### config.mk
export PLATFORM = sky130hd
export DESIGN_NAME = id_stage_flat
export DESIGN_NICKNAME = d
export VERILOG_FILES = /design/src/rtl/id_stage_if.sv /design/src/rtl/id_stage.sv /design/src/flat_wrapper.sv
export SDC_FILE = /design/constraint.sdc
export NUM_CORES = 2
export LEC_CHECK = 0
export ABC_AREA = 0
export CAP_MARGIN = 20
export CORE_UTILIZATION = 40
export DETAILED_ROUTE_END_ITERATION = 12
export PLACE_DENSITY_LB_ADDON = 0.3
export SLEW_MARGIN = 20
export SYNTH_ARGS = -nofsm -noshare
export SYNTH_HDL_FRONTEND = slang
export SYNTH_SLANG_ARGS = --single-unit
### constraint.sdc
create_clock -name i_clk -period 52.1 [get_ports i_clk]
set_clock_uncertainty 0.05 [all_clocks]
set_input_delay 5.21 -clock i_clk [delete_from_list [all_inputs] [get_ports i_clk]]
set_output_delay 5.21 -clock i_clk [all_outputs]
set_load 0.02 [all_outputs]
### src/rtl/id_stage_if.sv
// IF/ID/EX/WB-facing bus of the RV32I decode stage: instruction handshake,
// stall/flush controls, write-back port and the registered ID/EX payload.
interface id_stage_if #(
   parameter int unsigned DATA_WIDTH     = 32,
   parameter int unsigned REG_ADDR_WIDTH = 5
);
   logic                      i_instr_valid;
   logic [31:0]               i_instr;
   logic [DATA_WIDTH-1:0]     i_PC;
   logic                      o_instr_ready;
   logic                      i_stall;
   logic                      i_flush;
   logic                      i_wb_en;
   logic [REG_ADDR_WIDTH-1:0] i_wb_addr;
   logic [DATA_WIDTH-1:0]     i_wb_data;
   logic                      o_valid;
   logic [DATA_WIDTH-1:0]     o_PC;
   logic [DATA_WIDTH-1:0]     o_register1;
   logic [DATA_WIDTH-1:0]     o_register2;
   logic [DATA_WIDTH-1:0]     o_constante;
   logic                      o_ALUSrc;
   logic [2:0]                o_ALUControl;
   logic [REG_ADDR_WIDTH-1:0] o_rd;
   logic                      o_RegWrite;
   logic                      o_MemRead;
   logic                      o_MemWrite;
   logic [1:0]                o_Branch;
   logic                      o_illegal;

   // Decode stage side
   modport slave (
      input  i_instr_valid, i_instr, i_PC, i_stall, i_flush,
             i_wb_en, i_wb_addr, i_wb_data,
      output o_instr_ready, o_valid, o_PC, o_register1, o_register2,
             o_constante, o_ALUSrc, o_ALUControl, o_rd, o_RegWrite,
             o_MemRead, o_MemWrite, o_Branch, o_illegal
   );

   // Surrounding pipeline side
   modport master (
      output i_instr_valid, i_instr, i_PC, i_stall, i_flush,
             i_wb_en, i_wb_addr, i_wb_data,
      input  o_instr_ready, o_valid, o_PC, o_register1, o_register2,
             o_constante, o_ALUSrc, o_ALUControl, o_rd, o_RegWrite,
             o_MemRead, o_MemWrite, o_Branch, o_illegal
   );
endinterface

### src/rtl/id_stage.sv
// RV32I instruction-decode stage: decode, 32x32 register file, load-use hazard
// detection and registered ID/EX boundary. Define ID_BYPASS_EN to forward WB data.
module id_stage #(
   parameter int unsigned DATA_WIDTH     = 32,
   parameter int unsigned REG_ADDR_WIDTH = 5
) (
   input logic        i_clk,
   input logic        i_rst,
   id_stage_if.slave  id_bus
);
   localparam int unsigned NUM_REGS = 2 ** REG_ADDR_WIDTH;

   localparam logic [6:0] OP_REG    = 7'h33;
   localparam logic [6:0] OP_IMM    = 7'h13;
   localparam logic [6:0] OP_LOAD   = 7'h03;
   localparam logic [6:0] OP_STORE  = 7'h23;
   localparam logic [6:0] OP_BRANCH = 7'h63;

   localparam logic [2:0] ALU_ADD = 3'b000;
   localparam logic [2:0] ALU_SUB = 3'b001;
   localparam logic [2:0] ALU_SLL = 3'b010;
   localparam logic [2:0] ALU_SRL = 3'b011;
   localparam logic [2:0] ALU_SRA = 3'b100;
   localparam logic [2:0] ALU_XOR = 3'b101;
   localparam logic [2:0] ALU_OR  = 3'b110;
   localparam logic [2:0] ALU_AND = 3'b111;

   localparam logic [1:0] BR_NONE = 2'b00;
   localparam logic [1:0] BR_BEQ  = 2'b01;
   localparam logic [1:0] BR_BNE  = 2'b10;
   localparam logic [1:0] BR_BLT  = 2'b11;

   // Instruction fields
   logic [31:0]               w_instr;
   logic [6:0]                w_opcode;
   logic [2:0]                w_funct3;
   logic [6:0]                w_funct7;
   logic [REG_ADDR_WIDTH-1:0] w_rd;
   logic [REG_ADDR_WIDTH-1:0] w_rs1;
   logic [REG_ADDR_WIDTH-1:0] w_rs2;

   assign w_instr  = id_bus.i_instr;
   assign w_opcode = w_instr[6:0];
   assign w_funct3 = w_instr[14:12];
   assign w_funct7 = w_instr[31:25];
   assign w_rd     = REG_ADDR_WIDTH'(w_instr[11:7]);
   assign w_rs1    = REG_ADDR_WIDTH'(w_instr[19:15]);
   assign w_rs2    = REG_ADDR_WIDTH'(w_instr[24:20]);

   // Immediate formats
   logic [DATA_WIDTH-1:0] w_imm_i;
   logic [DATA_WIDTH-1:0] w_imm_s;
   logic [DATA_WIDTH-1:0] w_imm_b;
   logic [DATA_WIDTH-1:0] w_imm_sh;

   assign w_imm_i  = DATA_WIDTH'($signed(w_instr[31:20]));
   assign w_imm_s  = DATA_WIDTH'($signed({w_instr[31:25], w_instr[11:7]}));
   assign w_imm_b  = DATA_WIDTH'($signed({w_instr[31], w_instr[7], w_instr[30:25],
                                          w_instr[11:8], 1'b0}));
   assign w_imm_sh = DATA_WIDTH'(w_instr[24:20]);

   // Decoded control
   logic [2:0]            w_alu_ctrl;
   logic                  w_alu_src;
   logic [DATA_WIDTH-1:0] w_imm;
   logic                  w_reg_write;
   logic                  w_mem_read;
   logic                  w_mem_write;
   logic [1:0]            w_branch;
   logic                  w_illegal;
   logic                  w_uses_rs2;

   assign w_uses_rs2 = (w_opcode == OP_REG) || (w_opcode == OP_STORE) ||
                       (w_opcode == OP_BRANCH);

   always_comb begin
      w_alu_ctrl  = ALU_ADD;
      w_alu_src   = 1'b0;
      w_imm       = '0;
      w_reg_write = 1'b0;
      w_mem_read  = 1'b0;
      w_mem_write = 1'b0;
      w_branch    = BR_NONE;
      w_illegal   = 1'b0;

      case (w_opcode)
         OP_REG: begin
            w_reg_write = 1'b1;
            case ({w_funct7, w_funct3})
               {7'h00, 3'b000}: w_alu_ctrl = ALU_ADD;
               {7'h20, 3'b000}: w_alu_ctrl = ALU_SUB;
               {7'h00, 3'b001}: w_alu_ctrl = ALU_SLL;
               {7'h00, 3'b101}: w_alu_ctrl = ALU_SRL;
               {7'h20, 3'b101}: w_alu_ctrl = ALU_SRA;
               {7'h00, 3'b100}: w_alu_ctrl = ALU_XOR;
               {7'h00, 3'b110}: w_alu_ctrl = ALU_OR;
               {7'h00, 3'b111}: w_alu_ctrl = ALU_AND;
               default:         w_illegal  = 1'b1;
            endcase
         end
         OP_IMM: begin
            w_reg_write = 1'b1;
            w_alu_src   = 1'b1;
            w_imm       = w_imm_i;
            case (w_funct3)
               3'b000: w_alu_ctrl = ALU_ADD;
               3'b100: w_alu_ctrl = ALU_XOR;
               3'b110: w_alu_ctrl = ALU_OR;
               3'b111: w_alu_ctrl = ALU_AND;
               3'b001: begin
                  w_imm = w_imm_sh;
                  if (w_funct7 == 7'h00) w_alu_ctrl = ALU_SLL;
                  else                   w_illegal  = 1'b1;
               end
               3'b101: begin
                  w_imm = w_imm_sh;
                  if (w_funct7 == 7'h00)      w_alu_ctrl = ALU_SRL;
                  else if (w_funct7 == 7'h20) w_alu_ctrl = ALU_SRA;
                  else                        w_illegal  = 1'b1;
               end
               default: w_illegal = 1'b1;
            endcase
         end
         OP_LOAD: begin
            if (w_funct3 == 3'b010) begin
               w_alu_src   = 1'b1;
               w_imm       = w_imm_i;
               w_mem_read  = 1'b1;
               w_reg_write = 1'b1;
            end else begin
               w_illegal = 1'b1;
            end
         end
         OP_STORE: begin
            if (w_funct3 == 3'b010) begin
               w_alu_src   = 1'b1;
               w_imm       = w_imm_s;
               w_mem_write = 1'b1;
            end else begin
               w_illegal = 1'b1;
            end
         end
         OP_BRANCH: begin
            w_alu_ctrl = ALU_SUB;
            w_imm      = w_imm_b;
            case (w_funct3)
               3'b000:  w_branch  = BR_BEQ;
               3'b001:  w_branch  = BR_BNE;
               3'b100:  w_branch  = BR_BLT;
               default: w_illegal = 1'b1;
            endcase
         end
         default: w_illegal = 1'b1;
      endcase

      // Unsupported encodings must not have side effects downstream
      if (w_illegal) begin
         w_alu_ctrl  = ALU_ADD;
         w_alu_src   = 1'b0;
         w_imm       = '0;
         w_reg_write = 1'b0;
         w_mem_read  = 1'b0;
         w_mem_write = 1'b0;
         w_branch    = BR_NONE;
      end
   end

   // Register file; x0 is never written and always reads as zero
   logic [DATA_WIDTH-1:0] r_regs [NUM_REGS];

   always_ff @(posedge i_clk or posedge i_rst) begin
      if (i_rst) begin
         for (int unsigned i = 0; i < NUM_REGS; i++) r_regs[i] <= '0;
      end else if (id_bus.i_wb_en && (id_bus.i_wb_addr != '0)) begin
         r_regs[id_bus.i_wb_addr] <= id_bus.i_wb_data;
      end
   end

   logic [DATA_WIDTH-1:0] w_rs1_val;
   logic [DATA_WIDTH-1:0] w_rs2_val;

   always_comb begin
      w_rs1_val = (w_rs1 == '0) ? '0 : r_regs[w_rs1];
      w_rs2_val = (w_rs2 == '0) ? '0 : r_regs[w_rs2];
`ifdef ID_BYPASS_EN
      if (id_bus.i_wb_en && (id_bus.i_wb_addr != '0)) begin
         if (id_bus.i_wb_addr == w_rs1) w_rs1_val = id_bus.i_wb_data;
         if (id_bus.i_wb_addr == w_rs2) w_rs2_val = id_bus.i_wb_data;
      end
`endif
   end

   // ID/EX pipeline register
   logic                      r_valid;
   logic [DATA_WIDTH-1:0]     r_pc;
   logic [DATA_WIDTH-1:0]     r_reg1;
   logic [DATA_WIDTH-1:0]     r_reg2;
   logic [DATA_WIDTH-1:0]     r_imm;
   logic                      r_alu_src;
   logic [2:0]                r_alu_ctrl;
   logic [REG_ADDR_WIDTH-1:0] r_rd;
   logic                      r_reg_write;
   logic                      r_mem_read;
   logic                      r_mem_write;
   logic [1:0]                r_branch;
   logic                      r_illegal;

   // Load-use: the load in EX produces a value this instruction reads
   logic w_hazard;
   logic w_accept;

   assign w_hazard = r_valid && r_mem_read && (r_rd != '0) &&
                     ((r_rd == w_rs1) || (w_uses_rs2 && (r_rd == w_rs2)));
   assign id_bus.o_instr_ready = !i_rst &&
                                 (id_bus.i_flush || (!id_bus.i_stall && !w_hazard));
   assign w_accept = id_bus.i_instr_valid && !id_bus.i_flush &&
                     !id_bus.i_stall && !w_hazard;

   logic                      w_nxt_valid;
   logic [DATA_WIDTH-1:0]     w_nxt_pc;
   logic [DATA_WIDTH-1:0]     w_nxt_reg1;
   logic [DATA_WIDTH-1:0]     w_nxt_reg2;
   logic [DATA_WIDTH-1:0]     w_nxt_imm;
   logic                      w_nxt_alu_src;
   logic [2:0]                w_nxt_alu_ctrl;
   logic [REG_ADDR_WIDTH-1:0] w_nxt_rd;
   logic                      w_nxt_reg_write;
   logic                      w_nxt_mem_read;
   logic                      w_nxt_mem_write;
   logic [1:0]                w_nxt_branch;
   logic                      w_nxt_illegal;

   // Hold by default; flush, bubble or idle clear; an accepted instruction loads
   always_comb begin
      w_nxt_valid     = r_valid;
      w_nxt_pc        = r_pc;
      w_nxt_reg1      = r_reg1;
      w_nxt_reg2      = r_reg2;
      w_nxt_imm       = r_imm;
      w_nxt_alu_src   = r_alu_src;
      w_nxt_alu_ctrl  = r_alu_ctrl;
      w_nxt_rd        = r_rd;
      w_nxt_reg_write = r_reg_write;
      w_nxt_mem_read  = r_mem_read;
      w_nxt_mem_write = r_mem_write;
      w_nxt_branch    = r_branch;
      w_nxt_illegal   = r_illegal;

      if (id_bus.i_flush || !id_bus.i_stall) begin
         w_nxt_valid     = 1'b0;
         w_nxt_pc        = '0;
         w_nxt_reg1      = '0;
         w_nxt_reg2      = '0;
         w_nxt_imm       = '0;
         w_nxt_alu_src   = 1'b0;
         w_nxt_alu_ctrl  = ALU_ADD;
         w_nxt_rd        = '0;
         w_nxt_reg_write = 1'b0;
         w_nxt_mem_read  = 1'b0;
         w_nxt_mem_write = 1'b0;
         w_nxt_branch    = BR_NONE;
         w_nxt_illegal   = 1'b0;
      end

      if (w_accept) begin
         w_nxt_valid     = 1'b1;
         w_nxt_pc        = id_bus.i_PC;
         w_nxt_reg1      = w_rs1_val;
         w_nxt_reg2      = w_rs2_val;
         w_nxt_imm       = w_imm;
         w_nxt_alu_src   = w_alu_src;
         w_nxt_alu_ctrl  = w_alu_ctrl;
         w_nxt_rd        = w_reg_write ? w_rd : '0;
         w_nxt_reg_write = w_reg_write;
         w_nxt_mem_read  = w_mem_read;
         w_nxt_mem_write = w_mem_write;
         w_nxt_branch    = w_branch;
         w_nxt_illegal   = w_illegal;
      end
   end

   always_ff @(posedge i_clk or posedge i_rst) begin
      if (i_rst) begin
         r_valid     <= 1'b0;
         r_pc        <= '0;
         r_reg1      <= '0;
         r_reg2      <= '0;
         r_imm       <= '0;
         r_alu_src   <= 1'b0;
         r_alu_ctrl  <= ALU_ADD;
         r_rd        <= '0;
         r_reg_write <= 1'b0;
         r_mem_read  <= 1'b0;
         r_mem_write <= 1'b0;
         r_branch    <= BR_NONE;
         r_illegal   <= 1'b0;
      end else begin
         r_valid     <= w_nxt_valid;
         r_pc        <= w_nxt_pc;
         r_reg1      <= w_nxt_reg1;
         r_reg2      <= w_nxt_reg2;
         r_imm       <= w_nxt_imm;
         r_alu_src   <= w_nxt_alu_src;
         r_alu_ctrl  <= w_nxt_alu_ctrl;
         r_rd        <= w_nxt_rd;
         r_reg_write <= w_nxt_reg_write;
         r_mem_read  <= w_nxt_mem_read;
         r_mem_write <= w_nxt_mem_write;
         r_branch    <= w_nxt_branch;
         r_illegal   <= w_nxt_illegal;
      end
   end

   assign id_bus.o_valid      = r_valid;
   assign id_bus.o_PC         = r_pc;
   assign id_bus.o_register1  = r_reg1;
   assign id_bus.o_register2  = r_reg2;
   assign id_bus.o_constante  = r_imm;
   assign id_bus.o_ALUSrc     = r_alu_src;
   assign id_bus.o_ALUControl = r_alu_ctrl;
   assign id_bus.o_rd         = r_rd;
   assign id_bus.o_RegWrite   = r_reg_write;
   assign id_bus.o_MemRead    = r_mem_read;
   assign id_bus.o_MemWrite   = r_mem_write;
   assign id_bus.o_Branch     = r_branch;
   assign id_bus.o_illegal    = r_illegal;

endmodule

### src/flat_wrapper.sv
// flat-port wrapper written by rule: the top's interface ports become plain ports
module id_stage_flat 
#(
   parameter int unsigned DATA_WIDTH     = 32,
   parameter int unsigned REG_ADDR_WIDTH = 5
)
  (i_clk, i_rst, id_bus_i_instr_valid, id_bus_i_instr, id_bus_i_PC, id_bus_i_stall, id_bus_i_flush, id_bus_i_wb_en, id_bus_i_wb_addr, id_bus_i_wb_data, id_bus_o_instr_ready, id_bus_o_valid, id_bus_o_PC, id_bus_o_register1, id_bus_o_register2, id_bus_o_constante, id_bus_o_ALUSrc, id_bus_o_ALUControl, id_bus_o_rd, id_bus_o_RegWrite, id_bus_o_MemRead, id_bus_o_MemWrite, id_bus_o_Branch, id_bus_o_illegal);
  id_stage_if #(.DATA_WIDTH(DATA_WIDTH), .REG_ADDR_WIDTH(REG_ADDR_WIDTH)) id_bus_i ();
  input logic i_clk;
  input logic i_rst;
  input wire logic [$bits(id_bus_i.i_instr_valid)-1:0] id_bus_i_instr_valid;
  input wire logic [$bits(id_bus_i.i_instr)-1:0] id_bus_i_instr;
  input wire logic [$bits(id_bus_i.i_PC)-1:0] id_bus_i_PC;
  input wire logic [$bits(id_bus_i.i_stall)-1:0] id_bus_i_stall;
  input wire logic [$bits(id_bus_i.i_flush)-1:0] id_bus_i_flush;
  input wire logic [$bits(id_bus_i.i_wb_en)-1:0] id_bus_i_wb_en;
  input wire logic [$bits(id_bus_i.i_wb_addr)-1:0] id_bus_i_wb_addr;
  input wire logic [$bits(id_bus_i.i_wb_data)-1:0] id_bus_i_wb_data;
  output wire logic [$bits(id_bus_i.o_instr_ready)-1:0] id_bus_o_instr_ready;
  output wire logic [$bits(id_bus_i.o_valid)-1:0] id_bus_o_valid;
  output wire logic [$bits(id_bus_i.o_PC)-1:0] id_bus_o_PC;
  output wire logic [$bits(id_bus_i.o_register1)-1:0] id_bus_o_register1;
  output wire logic [$bits(id_bus_i.o_register2)-1:0] id_bus_o_register2;
  output wire logic [$bits(id_bus_i.o_constante)-1:0] id_bus_o_constante;
  output wire logic [$bits(id_bus_i.o_ALUSrc)-1:0] id_bus_o_ALUSrc;
  output wire logic [$bits(id_bus_i.o_ALUControl)-1:0] id_bus_o_ALUControl;
  output wire logic [$bits(id_bus_i.o_rd)-1:0] id_bus_o_rd;
  output wire logic [$bits(id_bus_i.o_RegWrite)-1:0] id_bus_o_RegWrite;
  output wire logic [$bits(id_bus_i.o_MemRead)-1:0] id_bus_o_MemRead;
  output wire logic [$bits(id_bus_i.o_MemWrite)-1:0] id_bus_o_MemWrite;
  output wire logic [$bits(id_bus_i.o_Branch)-1:0] id_bus_o_Branch;
  output wire logic [$bits(id_bus_i.o_illegal)-1:0] id_bus_o_illegal;
  assign id_bus_i.i_instr_valid = id_bus_i_instr_valid;
  assign id_bus_i.i_instr = id_bus_i_instr;
  assign id_bus_i.i_PC = id_bus_i_PC;
  assign id_bus_i.i_stall = id_bus_i_stall;
  assign id_bus_i.i_flush = id_bus_i_flush;
  assign id_bus_i.i_wb_en = id_bus_i_wb_en;
  assign id_bus_i.i_wb_addr = id_bus_i_wb_addr;
  assign id_bus_i.i_wb_data = id_bus_i_wb_data;
  assign id_bus_o_instr_ready = id_bus_i.o_instr_ready;
  assign id_bus_o_valid = id_bus_i.o_valid;
  assign id_bus_o_PC = id_bus_i.o_PC;
  assign id_bus_o_register1 = id_bus_i.o_register1;
  assign id_bus_o_register2 = id_bus_i.o_register2;
  assign id_bus_o_constante = id_bus_i.o_constante;
  assign id_bus_o_ALUSrc = id_bus_i.o_ALUSrc;
  assign id_bus_o_ALUControl = id_bus_i.o_ALUControl;
  assign id_bus_o_rd = id_bus_i.o_rd;
  assign id_bus_o_RegWrite = id_bus_i.o_RegWrite;
  assign id_bus_o_MemRead = id_bus_i.o_MemRead;
  assign id_bus_o_MemWrite = id_bus_i.o_MemWrite;
  assign id_bus_o_Branch = id_bus_i.o_Branch;
  assign id_bus_o_illegal = id_bus_i.o_illegal;
  id_stage #(.DATA_WIDTH(DATA_WIDTH), .REG_ADDR_WIDTH(REG_ADDR_WIDTH)) u_core (.i_clk(i_clk), .i_rst(i_rst), .id_bus(id_bus_i));
endmodule
# After elaboration in Yosys (flattened, before gate mapping)
# Cells that the tools add are included.
# totals
register_bits	1168
latch_bits	0
ram_bits	0
rom_bits	0
inputBits	107
out_inout_bits	145
elab_cells	169
n_memories	0
# op_classes
add_sub_neg	0
multipliers	0
div	0
n_lt_le_gt_ge	4
n_eq_ne	21
shift	0
n_mux	62
bitwise	3
reduce_logical	34
# op_table
cell	count
bitwise mux 1024 bit	1
2-to-1 mux 32 bit	16
binary-select mux 32 bit (select 5 bit)	2
demux 32 bit (select 5 bit)	1
case mux 32 bit (4 select lines)	1
== test 10 x 3 -> 1 bit (second input constant)	4
== test 7 x 6 -> 1 bit (second input constant)	3
case mux 3 bit (7 select lines)	1
== test 10 x 9 -> 1 bit (second input constant)	2
2-to-1 mux 1 bit	20
>= comparator 6 bit (second input constant)	3
NOT 5 -> 6 bit	3
2-to-1 mux 3 bit	5
2-to-1 mux 5 bit	3
case mux 3 bit (5 select lines)	1
== test 3 bit (second input constant)	4
logical AND 1 bit	11
== test 10 x 1 -> 1 bit (second input constant)	1
== test 5 bit	2
zero test 10 bit	1
zero test 5 bit	2
2-to-1 mux 2 bit	5
nonzero test 5 bit	2
case mux 3 bit (3 select lines)	1
other kinds (19)	29

# Depth between registers and ports, before layout
# logic_depth
ltp_word	10
depth_mapped	9
ltp_nobuf	5

# Worst setup path before layout
# OpenSTA, ideal clock, no wires.
# synth_path
path_type	input -> output
from	input id_bus_i_instr[3]
to	output id_bus_o_instr_ready
arrival_ps	6277
required_ps	46840
slack_ps	40563
path_stages	6
path_buffers	1
path_cell_list	nor4bb_1 -> clkbuf_1 -> and2_1 -> nand4_1 -> a21oi_1 -> nor2_1
# synth_via
elab_chain_cells	10
elab_cells_between_ends	12
cone_classes	eq/ne (3); reduce/logical (9)
# synth_lines
item	line_no	text
from (decl)	flat_wrapper.sv:12	input wire logic [$bits(id_bus_i.i_instr)-1:0] id_bus_i_instr;
== test 7 x 6 -> 1 bit	id_stage.sv:73	assign w_uses_rs2 = (w_opcode == OP_REG) || (w_opcode == OP_STORE) ||
logical OR 1 bit	id_stage.sv:73	
logical OR 1 bit (*)	id_stage.sv:73	
logical AND 1 bit (*)	id_stage.sv:213	((r_rd == w_rs1) || (w_uses_rs2 && (r_rd == w_rs2)));
logical OR 1 bit (*)	id_stage.sv:213	
logical AND 1 bit (*)	id_stage.sv:212	assign w_hazard = r_valid && r_mem_read && (r_rd != '0) &&
zero test 1 bit (*)	id_stage.sv:215	(id_bus.i_flush || (!id_bus.i_stall && !w_hazard));
logical AND 1 bit (*)	id_stage.sv:215	
logical OR 1 bit (*)	id_stage.sv:215	
logical AND 1 bit (*)	id_stage.sv:214	assign id_bus.o_instr_ready = !i_rst &&
to (decl)	flat_wrapper.sv:19	output wire logic [$bits(id_bus_i.o_instr_ready)-1:0] id_bus_o_instr_ready;
# Every way passes the cells marked *; elsewhere a longest branch is shown, timed or not.

# Worst setup path in the final report
# layout_path
from	input id_bus_i_instr[22]
to	output id_bus_o_instr_ready
# layout_via
elab_chain_cells	8
# layout_lines
item	line_no
== test 5 bit	id_stage.sv:213
logical AND 1 bit	id_stage.sv:213
logical OR 1 bit	id_stage.sv:213
logical AND 1 bit	id_stage.sv:212
zero test 1 bit	id_stage.sv:215
logical AND 1 bit	id_stage.sv:215
logical OR 1 bit	id_stage.sv:215
logical AND 1 bit	id_stage.sv:214
# Every way passes these cells.

==> out/qor.yml <==
crit_family: "buffers and inverters"
die_w_um: 385
cp-end-kind: "primary output"
cp_common_cell: "clkdlybuf4s50_1"
preCtsSetupSlack_ns: 39.41
synth-seq-cells: 1149
dieArea_um2: 148000
use_met1_pct: 32.8
fmax_ghz: 0.0780
cts_made_buffers: 131
worstPathRequired_ns: 46.84
ios: 252
cts_tree: "built"
ant_nets: 0
dr.first_iter.drc_count: 2957
finalSetupTns_ns: 0
busiest_layer: "met2"
crit_path_start: "id_bus_i_instr[22]"
r2r_slack_ns: 49.17
synth_area_leaders: "dfrtp_1 (49%), mux4_2 (20%), mux2_2 (19%), mux2i_1 (2.2%), clkbuf_1 (1.8%)"
crit_chain: "clkdlybuf4s50_1 > xor2_1 > nor4_1 > nand4_1 > a21oi_1 > nor2_1 > clkdlybuf4s50_1"
final_cell_mix: "dfrtp_1 (1149), mux2_2 (992), mux4_2 (512)"
worstPathArrival_ns: 7.56
htreeDepth: 4
p_per_area_nw_per_um2: 38.2
syn_inst: 3880
grt_pass1_vias: 37725
design_area_um2: 67000
clock-sinks: 1149
port-buffer-count: 251
gr-usage-all-layers_pct: 23.7
globalplace.congestion: 0.809
dpl_cell_area_um2: 62700
p_leak_uw: 0.0285
relSlewSlack_pct: 20.7
avgViaCountPerCell: 6.14
synth_edf_count: 0
synth_area_um2: 58700
ctsResizeCount: 0
grt_pass1_wl_um: 258000
netlist.top_cell.by_area: "dfrtp_1"
drive_gt1_share_pct: 46.9
syn-num-nets: 3987
finalCriticalPeriod_ns: 12.82
path_max_fanout: 8
hold_viol: 0
core_um2: 146000
critPathCapture: "id_bus_o_instr_ready"
ir_worst_vdd_uv: 30.7
avgRoutedWirePerCell_um: 29.3
grt_max_degree: 175
fin_ws_ns: 39.28
drv_slew: 0
clkLatencyLatePin_ns: 0.76
synth_top_area_share_pct: 48.9
grtUsageMet3_pct: 5.09
rr_worst_depth: 6
area_delta_synth_final_pct: 14.1
overflow: 0
worst_pin_slew_ns: 1.19
num_rows: 140
synth.avg_cell_area_um2: 15.1
criticalPathCategory: "in2out"
critPathLaunchType: "primary input"
cp_num_buf_inv: 2
first_pass_iters: 7
r2r-end: "u_core.id_bus.o_register2[19]"
cts_buffer_depth: 3
min_path_cells: 0
yosysWarnings: 0
clk_pin_slew_ns: 0.06
drt_wl_total_um: 174000
layout_commonest_cell: "dfrtp_1"
worst-path-stages: 7
finalSetupViolations: 0
dr_total_vias: 36372
seq_area_um2: 28800
async_flop_share_pct: 100
start_util_pct: 40.3
chipHeight_um: 385
fillers: 12795
status: "finished, final reports clean"
hp-class: "reg2reg"
yosys.cell_types.count: 61
yosys_most_used_dff: "dfrtp_1"
grtUsageMet2_pct: 37.4
multi_input_area_um2: 28300
period_share_pct: 24.6
cts_setup_buffers: 0
layout.nets: 4007
antenna_found_initial: 10
fin_util_pct: 46.0
maxCapViolations: 0
drc: 0
hold_buffers: 0
clockRootBuffer: "clkbuf_16"
slowest_delay_ns: 0.55
rr_startpoint: "u_core.id_bus.o_rd[0]"
slowest_stage: "nor4_1"
rsz0062_at_grt: "no"
dp_hpwl_um: 93300
seq_area_frac_synth_pct: 48.9
[metrics by stage]
stage / hold slack (ns) / instances / power (µW)
after floorplan: 0.391 / 3880 / 1510
after detailed placement: 0.333 / 5684 / 1630
after global routing: 0.357 / 5918 / 2670
final: 0.343 / 5920 / 2560
after CTS: 0.346 / 5916 / 2580
after global placement: 0.327 / 5684 / 1610
[worst min path at each step]
stage / from / to / slack [ns]
3_3_place_gp: u_core.r_regs[1011] / u_core.r_regs[1011] / 0.33
2_1_floorplan: u_core.r_regs[1000] / u_core.r_regs[1000] / 0.39
4_1_cts: u_core.r_regs[992] / u_core.r_regs[992] / 0.35
6_report: u_core.r_regs[1016] / u_core.r_regs[1016] / 0.34
5_1_grt: u_core.r_regs[992] / u_core.r_regs[992] / 0.36
3_5_place_dp: u_core.r_regs[1019] / u_core.r_regs[1019] / 0.33
[area by class of cell]
| class | count | share of cell area [%] |
|---|---|---|
| sequential | 1149 | 42.9 |
| timing repair buffer | 335 | 4.68 |
| antenna | 4 | 0.0149 |
| clock inverter | 32 | 0.625 |
| tap | 1917 | 3.58 |
| clock buffer | 200 | 5.95 |
| inverter | 5 | 0.0392 |
| multi-input combinational | 2278 | 42.2 |
[metal layers]
layer  vias to the layer above  routed length, µm  part of all wire [%]
li1                      15008                  -                     -
met2                      1159              82200                    47
met5                         -                 56                 0.032
met1                     19932              75300                    43
met3                       263              11500                   6.6
met4                        10               4680                   2.7
[cells by family (layout without fill, tap and decap cells)]
group / count (synthesis) / count (layout) / share of synthesized area (%)
compound gates: 352 / 352 / 4.60
xor+xnor: 12 / 12 / 0.179
buf+inv: 453 / 572 / 3.26
flops: 1149 / 1149 / 48.9
mux: 1633 / 1633 / 40.8
other cells: 0 / 4 / 0
simple gates: 281 / 281 / 2.17
[cells in the mapped netlist, drive strengths merged, types with 2 or more instances]
cell / number
mux4: 512
a32o: 3
nand2b: 6
a221o: 64
o22ai: 65
a211oi: 2
a41oi: 2
nand4: 4
mux2i: 129
a22oi: 4
o21ai: 84
mux2: 992
xor2: 9
inv: 4
and2: 2
or4: 3
a21oi: 7
nand3b: 4
o31ai: 7
and3b: 4
buf: 173
dfrtp: 1149
nand3: 10
a22o: 102
nor4: 4
a2111oi: 2
a21o: 2
or3b: 2
nor2b: 6
nor3: 5
nor2: 90
nor3b: 8
nor4bb: 2
or2: 3
xnor2: 3
and3: 4
clkbuf: 275
nand2: 121
[registers in the layout (all words and copies together), names as in the netlist]
signal                      flops
u_core.id_bus.o_rd              5
u_core.id_bus.o_valid           1
u_core.id_bus.o_PC             32
u_core.id_bus.o_constante      13
u_core.id_bus.o_Branch          2
u_core.r_regs                1024
u_core.id_bus.o_ALUSrc          1
u_core.id_bus.o_MemWrite        1
u_core.id_bus.o_register1      32
u_core.id_bus.o_RegWrite        1
u_core.id_bus.o_register2      32
u_core.id_bus.o_MemRead         1
u_core.id_bus.o_ALUControl      3
u_core.id_bus.o_illegal         1
[power breakdown]
| group | total (µW) | leakage, µW | switching [µW] | internal (µW) |
|---|---|---|---|---|
| combinational | 463 | 0.0115 | 177 | 286 |
| sequential | 1160 | 0.0149 | 108 | 1050 |
| clock | 943 | 0.00217 | 372 | 571 |
| total | 2560 | 0.0285 | 657 | 1900 |
Power figures use the tool's default switching activity.
